`src/rtl/frame_scan_pkg.sv`:
```
// Shared types and default geometry for the frame scan controller.
package frame_scan_pkg;

  typedef enum logic [1:0] {
    ST_IDLE  = 2'd0,
    ST_WRITE = 2'd1,
    ST_READ  = 2'd2,
    ST_DONE  = 2'd3
  } state_e;

  localparam int unsigned H_TOTAL_DEF  = 330;
  localparam int unsigned V_TOTAL_DEF  = 110;
  localparam int unsigned H_ACTIVE_DEF = 300;
  localparam int unsigned V_ACTIVE_DEF = 100;
  localparam int unsigned POS_W        = 10;

  localparam int unsigned FRAME_BYTES = H_TOTAL_DEF * V_TOTAL_DEF;
  localparam int unsigned ACTIVE_PIX  = H_ACTIVE_DEF * V_ACTIVE_DEF;

endpackage

```
`src/rtl/frame_scan_ctrl_pos.sv`:
```
// frame_pos_counter: horizontal/vertical raster wrap counter with enable.
// last_o flags the final position of the frame (both counters at their maximum).
module frame_pos_counter
  import frame_scan_pkg::*;
#(
  parameter int unsigned H_MAX = H_TOTAL_DEF,
  parameter int unsigned V_MAX = V_TOTAL_DEF,
  parameter int unsigned W     = POS_W
) (
  input  logic         clk,
  input  logic         reset,
  input  logic         en_i,
  output logic [W-1:0] px_o,
  output logic [W-1:0] line_o,
  output logic         last_o
);

  logic [W-1:0] px_q, px_d;
  logic [W-1:0] line_q, line_d;
  logic         h_last, v_last;

  assign h_last = (px_q == W'(H_MAX - 1));
  assign v_last = (line_q == W'(V_MAX - 1));

  always_comb begin
    px_d   = px_q;
    line_d = line_q;
    if (en_i) begin
      if (h_last) begin
        px_d   = '0;
        line_d = v_last ? '0 : line_q + 1'b1;
      end else begin
        px_d = px_q + 1'b1;
      end
    end
  end

  always_ff @(posedge clk) begin
    if (reset) begin
      px_q   <= '0;
      line_q <= '0;
    end else begin
      px_q   <= px_d;
      line_q <= line_d;
    end
  end

  assign px_o   = px_q;
  assign line_o = line_q;
  assign last_o = h_last & v_last;

endmodule

```
`src/rtl/frame_scan_ctrl.sv`:
```
// Capture-then-readout sequencer in front of the frame buffer.
// Optional FRAME_SCAN_AUTO_RESTART_EN: DONE returns to WRITE instead of IDLE.
module frame_scan_ctrl
  import frame_scan_pkg::*;
#(
  parameter int unsigned H_TOTAL  = H_TOTAL_DEF,
  parameter int unsigned V_TOTAL  = V_TOTAL_DEF,
  parameter int unsigned H_ACTIVE = H_ACTIVE_DEF,
  parameter int unsigned V_ACTIVE = V_ACTIVE_DEF,
  parameter int unsigned IDX_W    = 16
) (
  input  logic             clk,
  input  logic             reset,
  input  logic             start,
  input  logic             PixValid,
  output logic             PixReady,
  output logic             IncIndex,
  output logic [9:0]       PxOut,
  output logic [9:0]       LineOut,
  output logic             readFrame,
  output logic [IDX_W-1:0] FrameWInd,
  output logic             FrameDone
);

  localparam logic [IDX_W-1:0] LAST_IDX = IDX_W'(H_ACTIVE * V_ACTIVE - 1);

  generate
    if (64'(H_ACTIVE) * 64'(V_ACTIVE) > (64'd1 << IDX_W)) begin : g_bad_idx_w
      $error("frame_scan_ctrl: H_ACTIVE*V_ACTIVE does not fit in IDX_W bits");
    end
    if (H_TOTAL > 1024 || V_TOTAL > 1024) begin : g_bad_geometry
      $error("frame_scan_ctrl: H_TOTAL/V_TOTAL exceed 10-bit position range");
    end
  endgenerate

  state_e           state_q, state_d;
  logic             read_q, read_d;
  logic [IDX_W-1:0] idx_q, idx_d;
  logic             done_q, done_d;
  logic             frame_last;

  assign PixReady = (state_q == ST_WRITE);
  assign IncIndex = PixValid & PixReady;

  frame_pos_counter #(
    .H_MAX (H_TOTAL),
    .V_MAX (V_TOTAL),
    .W     (POS_W)
  ) u_pos (
    .clk    (clk),
    .reset  (reset),
    .en_i   (IncIndex),
    .px_o   (PxOut),
    .line_o (LineOut),
    .last_o (frame_last)
  );

  always_comb begin
    state_d = state_q;
    unique case (state_q)
      ST_IDLE:  if (start) state_d = ST_WRITE;
      ST_WRITE: if (IncIndex && frame_last) state_d = ST_READ;
      ST_READ:  if (idx_q == LAST_IDX) state_d = ST_DONE;
`ifdef FRAME_SCAN_AUTO_RESTART_EN
      ST_DONE:  state_d = ST_WRITE;
`else
      ST_DONE:  state_d = ST_IDLE;
`endif
      default:  state_d = ST_IDLE;
    endcase
  end

  // Readout outputs are registered from the next state so they align with it.
  always_comb begin
    read_d = (state_d == ST_READ);
    done_d = (state_d == ST_DONE);
    idx_d  = '0;
    if (state_q == ST_READ && state_d == ST_READ) begin
      idx_d = idx_q + 1'b1;
    end
  end

  always_ff @(posedge clk) begin
    if (reset) begin
      state_q <= ST_IDLE;
      read_q  <= 1'b0;
      idx_q   <= '0;
      done_q  <= 1'b0;
    end else begin
      state_q <= state_d;
      read_q  <= read_d;
      idx_q   <= idx_d;
      done_q  <= done_d;
    end
  end

  assign readFrame = read_q;
  assign FrameWInd = idx_q;
  assign FrameDone = done_q;

endmodule
```
`config.mk`:
```
export PLATFORM = sky130hd
export DESIGN_NAME = frame_scan_ctrl
export DESIGN_NICKNAME = d
export VERILOG_FILES = /design/src/rtl/frame_scan_pkg.sv /design/src/rtl/frame_scan_ctrl_pos.sv /design/src/rtl/frame_scan_ctrl.sv
export SDC_FILE = /design/constraint.sdc
export NUM_CORES = 1
export LEC_CHECK = 0
export BUFFER_PORTS_ARGS = -buffer_cell sky130_fd_sc_hd__buf_4
export CAP_MARGIN = 5
export CORE_ASPECT_RATIO = 0.6
export CORE_MARGIN = 2
export CORE_UTILIZATION = 55
export CTS_CLUSTER_SIZE = 12
export DETAILED_ROUTE_END_ITERATION = 10
export HOLD_SLACK_MARGIN = 0.1
export PLACE_DENSITY = 0.81
export SLEW_MARGIN = 25
export SYNTH_ARGS = -nofsm -noshare
export SYNTH_HDL_FRONTEND = slang
export SYNTH_SLANG_ARGS = --single-unit
```
`constraint.sdc`:
```
create_clock -name clk -period 3.7 [get_ports clk]
set_clock_uncertainty 0.2 [all_clocks]
set_input_delay 0 -clock clk [delete_from_list [all_inputs] [get_ports clk]]
set_output_delay 0 -clock clk [all_outputs]
set_load 0.02 [all_outputs]
```
==> results of run 1 <==
## Yosys cell counts, types with 2 or more instances
cell type  instances
xor2_1             6
a21oi_1            6
and3_1             4
inv_1              5
clkbuf_1           3
mux2i_1            3
nand3_1            7
nor3_1             6
nor4b_1            2
buf_4              2
a211oi_1           2
nand4_1           11
a31oi_1            2
nor2b_1            2
and4b_1            2
nor2_1            35
nor4bb_1           3
dfxtp_1           40
o21bai_1           2
xnor2_1           19
o31ai_1            3
nor4_1             7
ha_1               5
and4_2             2
buf_2              3
or4_1              4
and4_1             2
nand2_1           10
## worst register-to-register path: stages (launching register included)
cell and delay, ns:
dfxtp_1 0.37, or4_1 0.54, nand4bb_1 0.22, o21ai_2 0.56, o21ai_0 0.23
## metal layers
metal / up-vias / wire length, um / global-route usage (%)
met5: - / 0 / 0
met4: 0 / 55 / 7.63
met3: 8 / 229 / 6.65
met2: 36 / 1670 / 29.2
met1: 760 / 2360 / 36.5
li1: 846 / - / -
## worst paths after layout
path / start / end / depth (start not counted)
min: FrameWInd[0]$_SDFF_PP0_ / FrameWInd[0]$_SDFF_PP0_ / 1
max: FrameWInd[7]$_SDFF_PP0_ / readFrame$_SDFF_PP0_ / 4
min reg2reg: FrameWInd[0]$_SDFF_PP0_ / FrameWInd[0]$_SDFF_PP0_ / 1
max reg2reg: FrameWInd[7]$_SDFF_PP0_ / readFrame$_SDFF_PP0_ / 4
## layout make-up
type	instances	area, um2
Timing Repair Buffer	46	353
Tap cell	45	56.3
Inverter	6	23.8
Sequential cell	40	801
Multi-Input combinational cell	159	1080
Clock buffer	6	82.6
Clock inverter	2	10.0
Fill cell	267	917
## registers in the layout, indices dropped and copies added (netlist names)
| signal | cells |
|---|---|
| FrameWInd | 16 |
| u_pos.line_o | 10 |
| u_pos.px_o | 10 |
| state_q | 2 |
| FrameDone | 1 |
| readFrame | 1 |
## power by group
part	leakage [uW]	internal [uW]	switching, uW	total, uW
clock network	0.0000510	149	158	307
logic	0.000548	13.4	16.9	30.4
registers	0.000323	432	3.80	436
## what timing repair did
| item | CTS | global route |
|---|---|---|
| hold buffers | 3 | 0 |
| setup buffers | 0 | 0 |
| endpoints found under the hold margin | 22 | 0 |
## kinds of logic after synthesis
logic type,count (synthesis),synth area share [%]
and+or+nand+nor,108,33.2
DFF,40,40.9
xor gates and xnor gates,25,11.2
AOI/OAI and AO/OA,18,6.07
buffers and inverters,15,3.90
adders and majority gates,5,3.20
muxes,3,1.53
## through the flow
step	cell area [um2]	std cells	setup WS, ns	utilization (%)	power [uW]
detailed placement	2280	293	1.54	68.7	474
floorplan	1960	214	1.75	-	463
global placement	2280	293	1.54	68.7	474
global route	2410	304	1.31	72.4	799
finish	2410	304	1.42	72.4	773
CTS	2410	304	1.44	72.4	779
==> impl_metrics.env, run 1 <==
export IMPL_status="completed"
export IMPL_clk_path_buf_depth=2
export IMPL_crit_chain="or4_1, nand4bb_1, o21ai_2, o21ai_0"
export IMPL_end_kind="flip-flop"
export IMPL_grt_pass1_wl_mm=6.97
export IMPL_rows=16
export IMPL_worst_path_buf_inv=0
export IMPL_crit_slowest_cell="o21ai_2"
export IMPL_tightest_slew_ns=0.669
export IMPL_grt_max_degree=17
export IMPL_drive_gt1_share_pct=23.6
export IMPL_critPathTopFamily="compound AO/OA/AOI/OAI gates"
export IMPL_avgSynthCellArea_um2=9.14
export IMPL_io_buffers=43
export IMPL_yosys_warnings=0
export IMPL_start_util_pct=58.9
export IMPL_diodes=0
export IMPL_wl_per_cell_um=14.2
export IMPL_path_class="flip-flop to flip-flop"
export IMPL_grt_usage_pct=23.1
export IMPL_core_um2=3320
export IMPL_setup_viol=0
export IMPL_finalSetupTns_ns=0
export IMPL_synthArstFlopShare_pct=0
export IMPL_via_per_inst=5.43
export IMPL_synthesis_area_um2=1960
export IMPL_clock_sinks=40
export IMPL_cp_max_fo=16
export IMPL_fin_nets=267
export IMPL_area_delta_synth_final_pct=23.0
export IMPL_cts_max_level=2
export IMPL_final_common_cell="buf_4"
export IMPL_cts_tree="done"
export IMPL_ys_types=44
export IMPL_cellPowerDensity_nw_per_um2=321
export IMPL_gp_congestion=0.832
export IMPL_die_area_um2=4070
export IMPL_min_period_ns=2.28
export IMPL_cts_buffers_inserted=5
export IMPL_seq_area_frac_synth_pct=40.9
export IMPL_ant_nets=0
export IMPL_clk_latency_ns=0.30
export IMPL_ys_ff_latch=40
export IMPL_holdWs_ns=0.305
export IMPL_r2r_slack_ns=1.42
export IMPL_leakage_uw=0.000922
export IMPL_cts_resized=0
export IMPL_relSlewSlack_pct=55.4
export IMPL_drc=0
export IMPL_hold_path_class="flip-flop to flip-flop"
export IMPL_dr_pass1_iters=4
export IMPL_clockRootBuffer="clkbuf_8"
export IMPL_max_freq_mhz=438
export IMPL_peakVddDrop_mv=0.305
export IMPL_post_route_period_util_pct=61.6
export IMPL_antenna_found_initial=0
export IMPL_clkTransAtPathRegs_ns=0.08
export IMPL_yosys_area_top_type="dfxtp_1"
export IMPL_dominantRegCellSynth="dfxtp_1"
export IMPL_synth_top_cell_area_share_pct=40.9
export IMPL_die_h_um=50.2
export IMPL_mostFrequentLayoutCells="buf_4 (43), dfxtp_1 (40), nor2_1 (35)"
export IMPL_finalHoldViolCount=0
export IMPL_netlist_top_cells_area="dfxtp_1 (41%), xnor2_1 (8.5%), nor2_1 (6.7%)"
export IMPL_crit_required_ns=3.63
export IMPL_syn_num_nets=223
export IMPL_synth_edf_count=0
export IMPL_grt_pass1_vias=1447
export IMPL_start_kind="flip-flop"
export IMPL_die_w_um=81.0
export IMPL_slowest_delay_ns=0.56
export IMPL_num_vias=1650
export IMPL_ios=44
export IMPL_gr_total_overflow=0
export IMPL_finalWirelength_mm=4.31
export IMPL_syn_inst=214
export IMPL_worstPathArrival_ns=2.21
export IMPL_cap_violations=0
export IMPL_post_dp_hpwl_mm=3.06
export IMPL_drt_iter0_markers=91
export IMPL_rsz0062_at_grt="no"
export IMPL_slew_viol_final=0
No activity file was read; power rests on OpenSTA's default activity.
==> inputs of run 2 (changes only) <==
--- a/config.mk
+++ b/config.mk
@@ -5,15 +5,16 @@
 export SDC_FILE = /design/constraint.sdc
 export NUM_CORES = 1
 export LEC_CHECK = 0
+export ABC_AREA = 1
 export BUFFER_PORTS_ARGS = -buffer_cell sky130_fd_sc_hd__buf_4
 export CAP_MARGIN = 5
 export CORE_ASPECT_RATIO = 0.6
 export CORE_MARGIN = 2
-export CORE_UTILIZATION = 55
+export CORE_UTILIZATION = 49
 export CTS_CLUSTER_SIZE = 12
 export DETAILED_ROUTE_END_ITERATION = 10
 export HOLD_SLACK_MARGIN = 0.1
-export PLACE_DENSITY = 0.81
+export PLACE_DENSITY = 0.76
 export SLEW_MARGIN = 25
 export SYNTH_ARGS = -nofsm -noshare
 export SYNTH_HDL_FRONTEND = slang
==> constraint.sdc (replaced) <==
create_clock -name clk -period 1.9 [get_ports clk]
set_clock_uncertainty 0.2 [all_clocks]
set_input_delay 0 -clock clk [delete_from_list [all_inputs] [get_ports clk]]
set_output_delay 0 -clock clk [all_outputs]
set_load 0.02 [all_outputs]
==> run 2 against run 1 <==
  * Die area up 18%
  * Critical endpoint is now FrameWInd[11]$_SDFF_PP0_
  * Combinational power grew to 2.7 times the previous value
  * Sequential power increased by 94%
  * Final cell count up 43%
  * Utilization down 1.2 points
  * Non-clock buffer count is 29 higher
  * Via count is 33% higher
  * Critical path type unchanged
==> impl_metrics.env, run 2 <==
export IMPL_grt_pass1_wl_mm=8.37
export IMPL_dominantRegCellSynth="dfxtp_1"
export IMPL_end_kind="flip-flop"
export IMPL_worstPathArrival_ns=1.89
export IMPL_syn_inst=295
export IMPL_multiInputGateArea_um2=1150
export IMPL_worstReg2RegStart="u_pos.line_o[1]$_SDFFE_PP0P_"
export IMPL_setup_ws_ns=0.0558
export IMPL_crit_required_ns=1.95
export IMPL_grt_pass1_vias=1797
export IMPL_hold_start="FrameWInd[0]$_SDFF_PP0_"
export IMPL_largest_register_ff_count=16
export IMPL_hold_path_class="flip-flop to flip-flop"
export IMPL_r2r_slack_ns=0.06
export IMPL_worst_path_buf_inv=3
export IMPL_io_buffers=43
export IMPL_critPathTopFamily="simple AND/OR/NAND/NOR gates"
export IMPL_synth_top_cell_area_share_pct=38.4
export IMPL_crit_slowest_cell="dfxtp_1"
export IMPL_gp_congestion=0.858
export IMPL_cp_max_fo=5
export IMPL_synth_edf_count=0
export IMPL_cts_tree="done"
export IMPL_wl_per_cell_um=12.6
export IMPL_yosysMostFrequentCell="nand2_1"
export IMPL_stdcell_area_um2=2920
export IMPL_leakage_uw=0.00124
export IMPL_holdWs_ns=0.266
export IMPL_ios=44
export IMPL_placed_area_um2=2640
export IMPL_die_w_um=88.3
export IMPL_drt_iter0_markers=191
export IMPL_min_delay_path_depth=1
export IMPL_drive_gt1_share_pct=31.4
export IMPL_syn_num_nets=304
export IMPL_mostFrequentLayoutCells="buf_4 (69), nand2_1 (46), inv_1 (46)"
export IMPL_ant_nets=0
export IMPL_post_dp_hpwl_mm=3.94
export IMPL_tightest_slew_ns=0.261
export IMPL_seq_area_frac_synth_pct=38.4
export IMPL_yosys_warnings=0
export IMPL_synthTopCellsByCount="nand2_1 (48), inv_1 (47), nor2_1 (42), dfxtp_1 (40), nand3_1 (26)"
export IMPL_max_freq_mhz=542
export IMPL_grt_usage_pct=23.3
export IMPL_peakVddDrop_mv=0.418
export IMPL_clkTransAtPathRegs_ns=0.09
export IMPL_cts_buffers_inserted=5
export IMPL_yosys_area_top_type="dfxtp_1"
export IMPL_crit_chain="inv_1, ha_1, nand3_1, nor2_2, nand2_4, nand2_4, inv_4, nor2_4, nand3_4, clkbuf_16, nor2_2"
export IMPL_grt_max_degree=15
export IMPL_regArea_um2=805
export IMPL_clockRootBuffer="clkbuf_8"
export IMPL_slowest_delay_ns=0.36
export IMPL_die_h_um=54.6
export IMPL_stdcell_count=436
export IMPL_cap_violations=0
export IMPL_clock_sinks=40
export IMPL_ys_ff_latch=40
export IMPL_cellPowerDensity_nw_per_um2=523
export IMPL_min_to="FrameWInd[0]$_SDFF_PP0_"
export IMPL_num_vias=2187
export IMPL_clk_latency_ns=0.31
export IMPL_synthesis_area_um2=2090
export IMPL_fin_nets=384
export IMPL_start_kind="flip-flop"
export IMPL_cts_max_level=2
export IMPL_r2r_end="FrameWInd[11]$_SDFF_PP0_"
export IMPL_drc=0
export IMPL_antenna_found_initial=0
export IMPL_post_route_period_util_pct=97.1
export IMPL_relSlewSlack_pct=82.5
export IMPL_clk_path_buf_depth=2
export IMPL_min_period_ns=1.84
export IMPL_rows=18
export IMPL_dp_cells=418
export IMPL_utilization_pct=71.2
export IMPL_netlist_top_cells_area="dfxtp_1 (38%), nand2_1 (8.6%), inv_1 (8.5%)"
export IMPL_slew_viol_final=0
export IMPL_finalHoldViolCount=0
export IMPL_diodes=0
export IMPL_status="completed"
export IMPL_gr_total_overflow=0
export IMPL_core_um2=4100
export IMPL_path_depth=11
export IMPL_path_class="flip-flop to flip-flop"
export IMPL_dr_pass1_iters=4
export IMPL_synthArstFlopShare_pct=0
export IMPL_area_delta_synth_final_pct=39.8
export IMPL_finalWirelength_mm=5.49
export IMPL_start_util_pct=50.9
export IMPL_post_place_ws_ns=0.0317
export IMPL_final_common_cell="buf_4"
export IMPL_setup_viol=0
export IMPL_nFillCells=350
export IMPL_die_area_um2=4810
export IMPL_avgSynthCellArea_um2=7.07
export IMPL_ys_types=29
export IMPL_rr_worst_depth=11
export IMPL_via_per_inst=5.02
[run 2: cell count changes after synthesis, moves of 8 or more]
cell	previous run	this run
nand2_1	10	48
a21oi_1	6	14
xnor2_1	19	4
inv_1	5	47
nor2_2	0	11
nand3_1	7	26
[run 2: through the flow]
step	total power [uW]	setup TNS (ns)
floorplan	904	0
global placement	935	0
detailed placement	937	0
CTS	1510	0
global route	1580	-0.136
finish	1530	0
[run 2: cell families (layout without fill, tap and decap cells)]
kind of cell             Yosys count  count (layout)  synth area share (%)
AO/OA/AOI/OAI                     26              26                  6.77
XOR/XNOR                          15              15                  6.29
adder cells (fa/ha/maj)            5               5                  3.00
buffers and inverters             53             134                  9.95
flip-flops                        40              40                  38.4
AND/OR/NAND/NOR                  156             156                  35.6
[run 2: final cells by class]
class | instances | area share [%]
Sequential cell | 40 | 27.6
Clock inverter | 3 | 0.815
Multi-Input combinational cell | 202 | 39.3
Tap cell | 60 | 2.57
Inverter | 51 | 6.69
Clock buffer | 5 | 2.36
Timing Repair Buffer | 75 | 20.7
[run 2: worst max path at each step]
| stage | slack (ns) | from | end |
|---|---|---|---|
| after global placement | 0.07 | u_pos.line_o[1]$_SDFFE_PP0P_ | FrameWInd[2]$_SDFF_PP0_ |
| after global routing | -0.02 | u_pos.line_o[1]$_SDFFE_PP0P_ | FrameWInd[9]$_SDFF_PP0_ |
| final | 0.06 | u_pos.line_o[1]$_SDFFE_PP0P_ | FrameWInd[11]$_SDFF_PP0_ |
| after detailed placement | 0.03 | u_pos.line_o[1]$_SDFFE_PP0P_ | FrameWInd[15]$_SDFF_PP0_ |
| after floorplan | 0.008 | u_pos.line_o[0]$_SDFFE_PP0P_ | FrameWInd[8]$_SDFF_PP0_ |
| after CTS | 0.08 | FrameWInd[0]$_SDFF_PP0_ | FrameWInd[10]$_SDFF_PP0_ |
[run 2: timing repair]
| item | in CTS | in global routing |
|---|---|---|
| hold buffers | 3 | 0 |
| endpoints found under the hold margin | 39 | 0 |
| gates resized for setup | 0 | 19 |
| pin swaps | 1 | 6 |
| endpoints found under the setup margin | 1 | 16 |
| buffers inserted | 2 | 4 |
| cloned | 0 | 1 |
[run 2: layer usage]
| layer | global-route usage [%] | up-vias | wire length (um) |
|---|---|---|---|
| met5 | 0 | - | 0 |
| met2 | 34.1 | 75 | 2340 |
| met4 | 6.06 | 0 | 55 |
| met1 | 34.4 | 1018 | 2660 |
| met3 | 5.43 | 7 | 429 |
| li1 | - | 1087 | - |
[run 2: report_power, final]
group          switching [uW]  internal (uW)
Sequential               5.10            842
Combinational            44.8           38.4
Clock                     334            260
Total                     384           1140
==> inputs of run 3 (changes only) <==
--- a/config.mk
+++ b/config.mk
@@ -5,17 +5,15 @@
 export SDC_FILE = /design/constraint.sdc
 export NUM_CORES = 1
 export LEC_CHECK = 0
-export ABC_AREA = 1
 export BUFFER_PORTS_ARGS = -buffer_cell sky130_fd_sc_hd__buf_4
 export CAP_MARGIN = 5
 export CORE_ASPECT_RATIO = 0.6
 export CORE_MARGIN = 2
-export CORE_UTILIZATION = 49
+export CORE_UTILIZATION = 48
 export CTS_CLUSTER_SIZE = 12
 export DETAILED_ROUTE_END_ITERATION = 10
 export HOLD_SLACK_MARGIN = 0.1
-export PLACE_DENSITY = 0.76
-export SLEW_MARGIN = 25
+export PLACE_DENSITY = 0.75
 export SYNTH_ARGS = -nofsm -noshare
 export SYNTH_HDL_FRONTEND = slang
 export SYNTH_SLANG_ARGS = --single-unit
==> run 3 against run 2 <==
  * Maximum frequency is 0.35% lower
  * Combinational power is 17% lower
  * Final cell count is 22% lower
  * Non-clock buffer count is 3 higher
  * Largest power group unchanged
  * Sequential share of layout area is 2.5 points higher
  * Count of clock-buffer cells in the layout stayed put
  * Routed wire length is 11% lower
  * Global-route usage is 0.48 points lower
  * Via count is 16% lower
==> impl_metrics.env, run 3 (synthesis results as in run 1) <==
export IMPL_cts_tree="done"
export IMPL_grt_pass1_vias=1671
export IMPL_hold_path_class="input port to flip-flop"
export IMPL_drt_iter0_markers=84
export IMPL_r2r_slack_ns=0.05
export IMPL_status="completed"
export IMPL_hold_start="reset"
export IMPL_diodes=0
export IMPL_rr_worst_depth=8
export IMPL_grt_pass1_wl_mm=7.98
export IMPL_placed_area_um2=2520
export IMPL_utilization_pct=70.9
export IMPL_stdcell_count=338
export IMPL_gr_total_overflow=0
export IMPL_core_um2=3790
export IMPL_peakVddDrop_mv=0.340
export IMPL_rows=17
export IMPL_path_common_cell="buf_4"
export IMPL_nFillCells=308
export IMPL_min_period_ns=1.85
export IMPL_setup_viol=0
export IMPL_wl_per_cell_um=14.4
export IMPL_final_common_cell="buf_4"
export IMPL_drive_gt1_share_pct=35.4
export IMPL_clockRootBuffer="clkbuf_8"
export IMPL_io_buffers=43
export IMPL_clk_latency_ns=0.30
export IMPL_area_delta_synth_final_pct=37.2
export IMPL_crit_required_ns=1.94
export IMPL_via_per_inst=5.42
export IMPL_stdcell_area_um2=2690
export IMPL_dr_pass1_iters=4
export IMPL_crit_slowest_cell="dfxtp_1"
export IMPL_slowest_delay_ns=0.34
export IMPL_drc=0
export IMPL_cts_max_level=2
export IMPL_post_dp_hpwl_mm=3.50
export IMPL_gp_congestion=0.811
export IMPL_tightest_slew_ns=0.377
export IMPL_num_vias=1831
export IMPL_grt_max_degree=14
export IMPL_post_route_period_util_pct=97.4
export IMPL_start_util_pct=51.7
export IMPL_clkTransAtPathRegs_ns=0.08
export IMPL_path_class="flip-flop to flip-flop"
export IMPL_cp_max_fo=9
export IMPL_leakage_uw=0.00109
export IMPL_dp_cells=325
export IMPL_max_freq_mhz=540
export IMPL_end_kind="flip-flop"
export IMPL_start_kind="flip-flop"
export IMPL_cap_violations=0
export IMPL_grt_usage_pct=22.8
export IMPL_die_h_um=53.5
export IMPL_die_w_um=86.4
export IMPL_clk_path_buf_depth=2
export IMPL_crit_chain="inv_1, ha_1, and2b_2, nand4_4, buf_4, or2b_1, buf_4, nor2_2"
export IMPL_mostFrequentLayoutCells="buf_4 (75), dfxtp_1 (35), nor2_1 (34)"
export IMPL_finalHoldViolCount=0
export IMPL_cellPowerDensity_nw_per_um2=604
export IMPL_ios=44
export IMPL_ant_nets=0
export IMPL_holdWs_ns=0.300
export IMPL_worstReg2RegStart="u_pos.px_o[1]$_SDFFE_PP0P_"
export IMPL_finalWirelength_mm=4.86
export IMPL_r2r_end="u_pos.px_o[4]$_SDFFE_PP0P_"
export IMPL_antenna_found_initial=0
export IMPL_relSlewSlack_pct=74.6
export IMPL_die_area_um2=4620
export IMPL_worstPathArrival_ns=1.89
export IMPL_fin_nets=299
export IMPL_finalSetupTns_ns=0
export IMPL_clock_sinks=40
export IMPL_largest_register_ff_count=16
export IMPL_crit_start="u_pos.px_o[1]$_SDFFE_PP0P_"
export IMPL_cts_buffers_inserted=5
export IMPL_slew_viol_final=0
export IMPL_crit_end="u_pos.px_o[4]$_SDFFE_PP0P_"
run 3: changes by cell type in the layout (fill, tap and decap cells not counted), moves of 8 or more:
cell     delta
inv_1      -41
xnor2_1    +15
nand2_1    -36
nand3_1    -18
nor2_2     -10
a21oi_1     -8
run 3: worst min-delay path by stage:
stage	end	depth (start not counted)	slack, ns
final	state_q[1]$_SDFF_PP0_	3	0.30
after global routing	state_q[1]$_SDFF_PP0_	3	0.31
after CTS	state_q[1]$_SDFF_PP0_	3	0.31
after detailed placement	state_q[1]$_SDFF_PP0_	2	0.07
after global placement	state_q[1]$_SDFF_PP0_	2	0.07
after floorplan	state_q[0]$_SDFF_PP0_	2	0.009
run 3: layout make-up:
| class | count | area (um2) | area share [%] |
|---|---|---|---|
| Inverter | 6 | 23.8 | 0.885 |
| Clock inverter | 3 | 42.5 | 1.58 |
| Multi-Input combinational cell | 159 | 1090 | 40.6 |
| Clock buffer | 5 | 68.8 | 2.56 |
| Sequential cell | 40 | 807 | 30.1 |
| Tap cell | 47 | 58.8 | 2.19 |
| Timing Repair Buffer | 78 | 593 | 22.1 |
run 3: critical path, delay by kind of cell (launching register included):
| kind | cells | cell delay (ns) |
|---|---|---|
| and+or+nand+nor | 4 | 0.73 |
| DFF | 1 | 0.34 |
| adders and majority gates | 1 | 0.17 |
| buffers and inverters | 3 | 0.35 |
run 3: power by group:
group	internal, uW	switching, uW
clock	389	315
combinational	33.1	35.9
sequential	842	5.75
total	1260	357
run 3: metal layers:
layer  routed length, um  vias to the layer above  track usage, %
met4                  53                        0            6.25
met3                 245                        6            5.46
li1                    -                      913               -
met5                   0                        -               0
met2                1990                       46            33.2
met1                2570                      866            33.3
run 3: timing repair:
action | in CTS | in global routing
hold buffers | 3 | 0
endpoints found under the setup margin | 0 | 17
hold endpoints to repair | 31 | 0
gates resized for setup | 0 | 6
setup buffers | 0 | 2
run 3: per-stage QoR:
step / total power, uW / setup slack (ns)
floorplan: 901 / 0.00644
global placement: 929 / 0.0796
detailed placement: 930 / 0.0506
CTS: 1620 / 0.0296
global route: 1680 / -0.00581
finish: 1620 / 0.0493
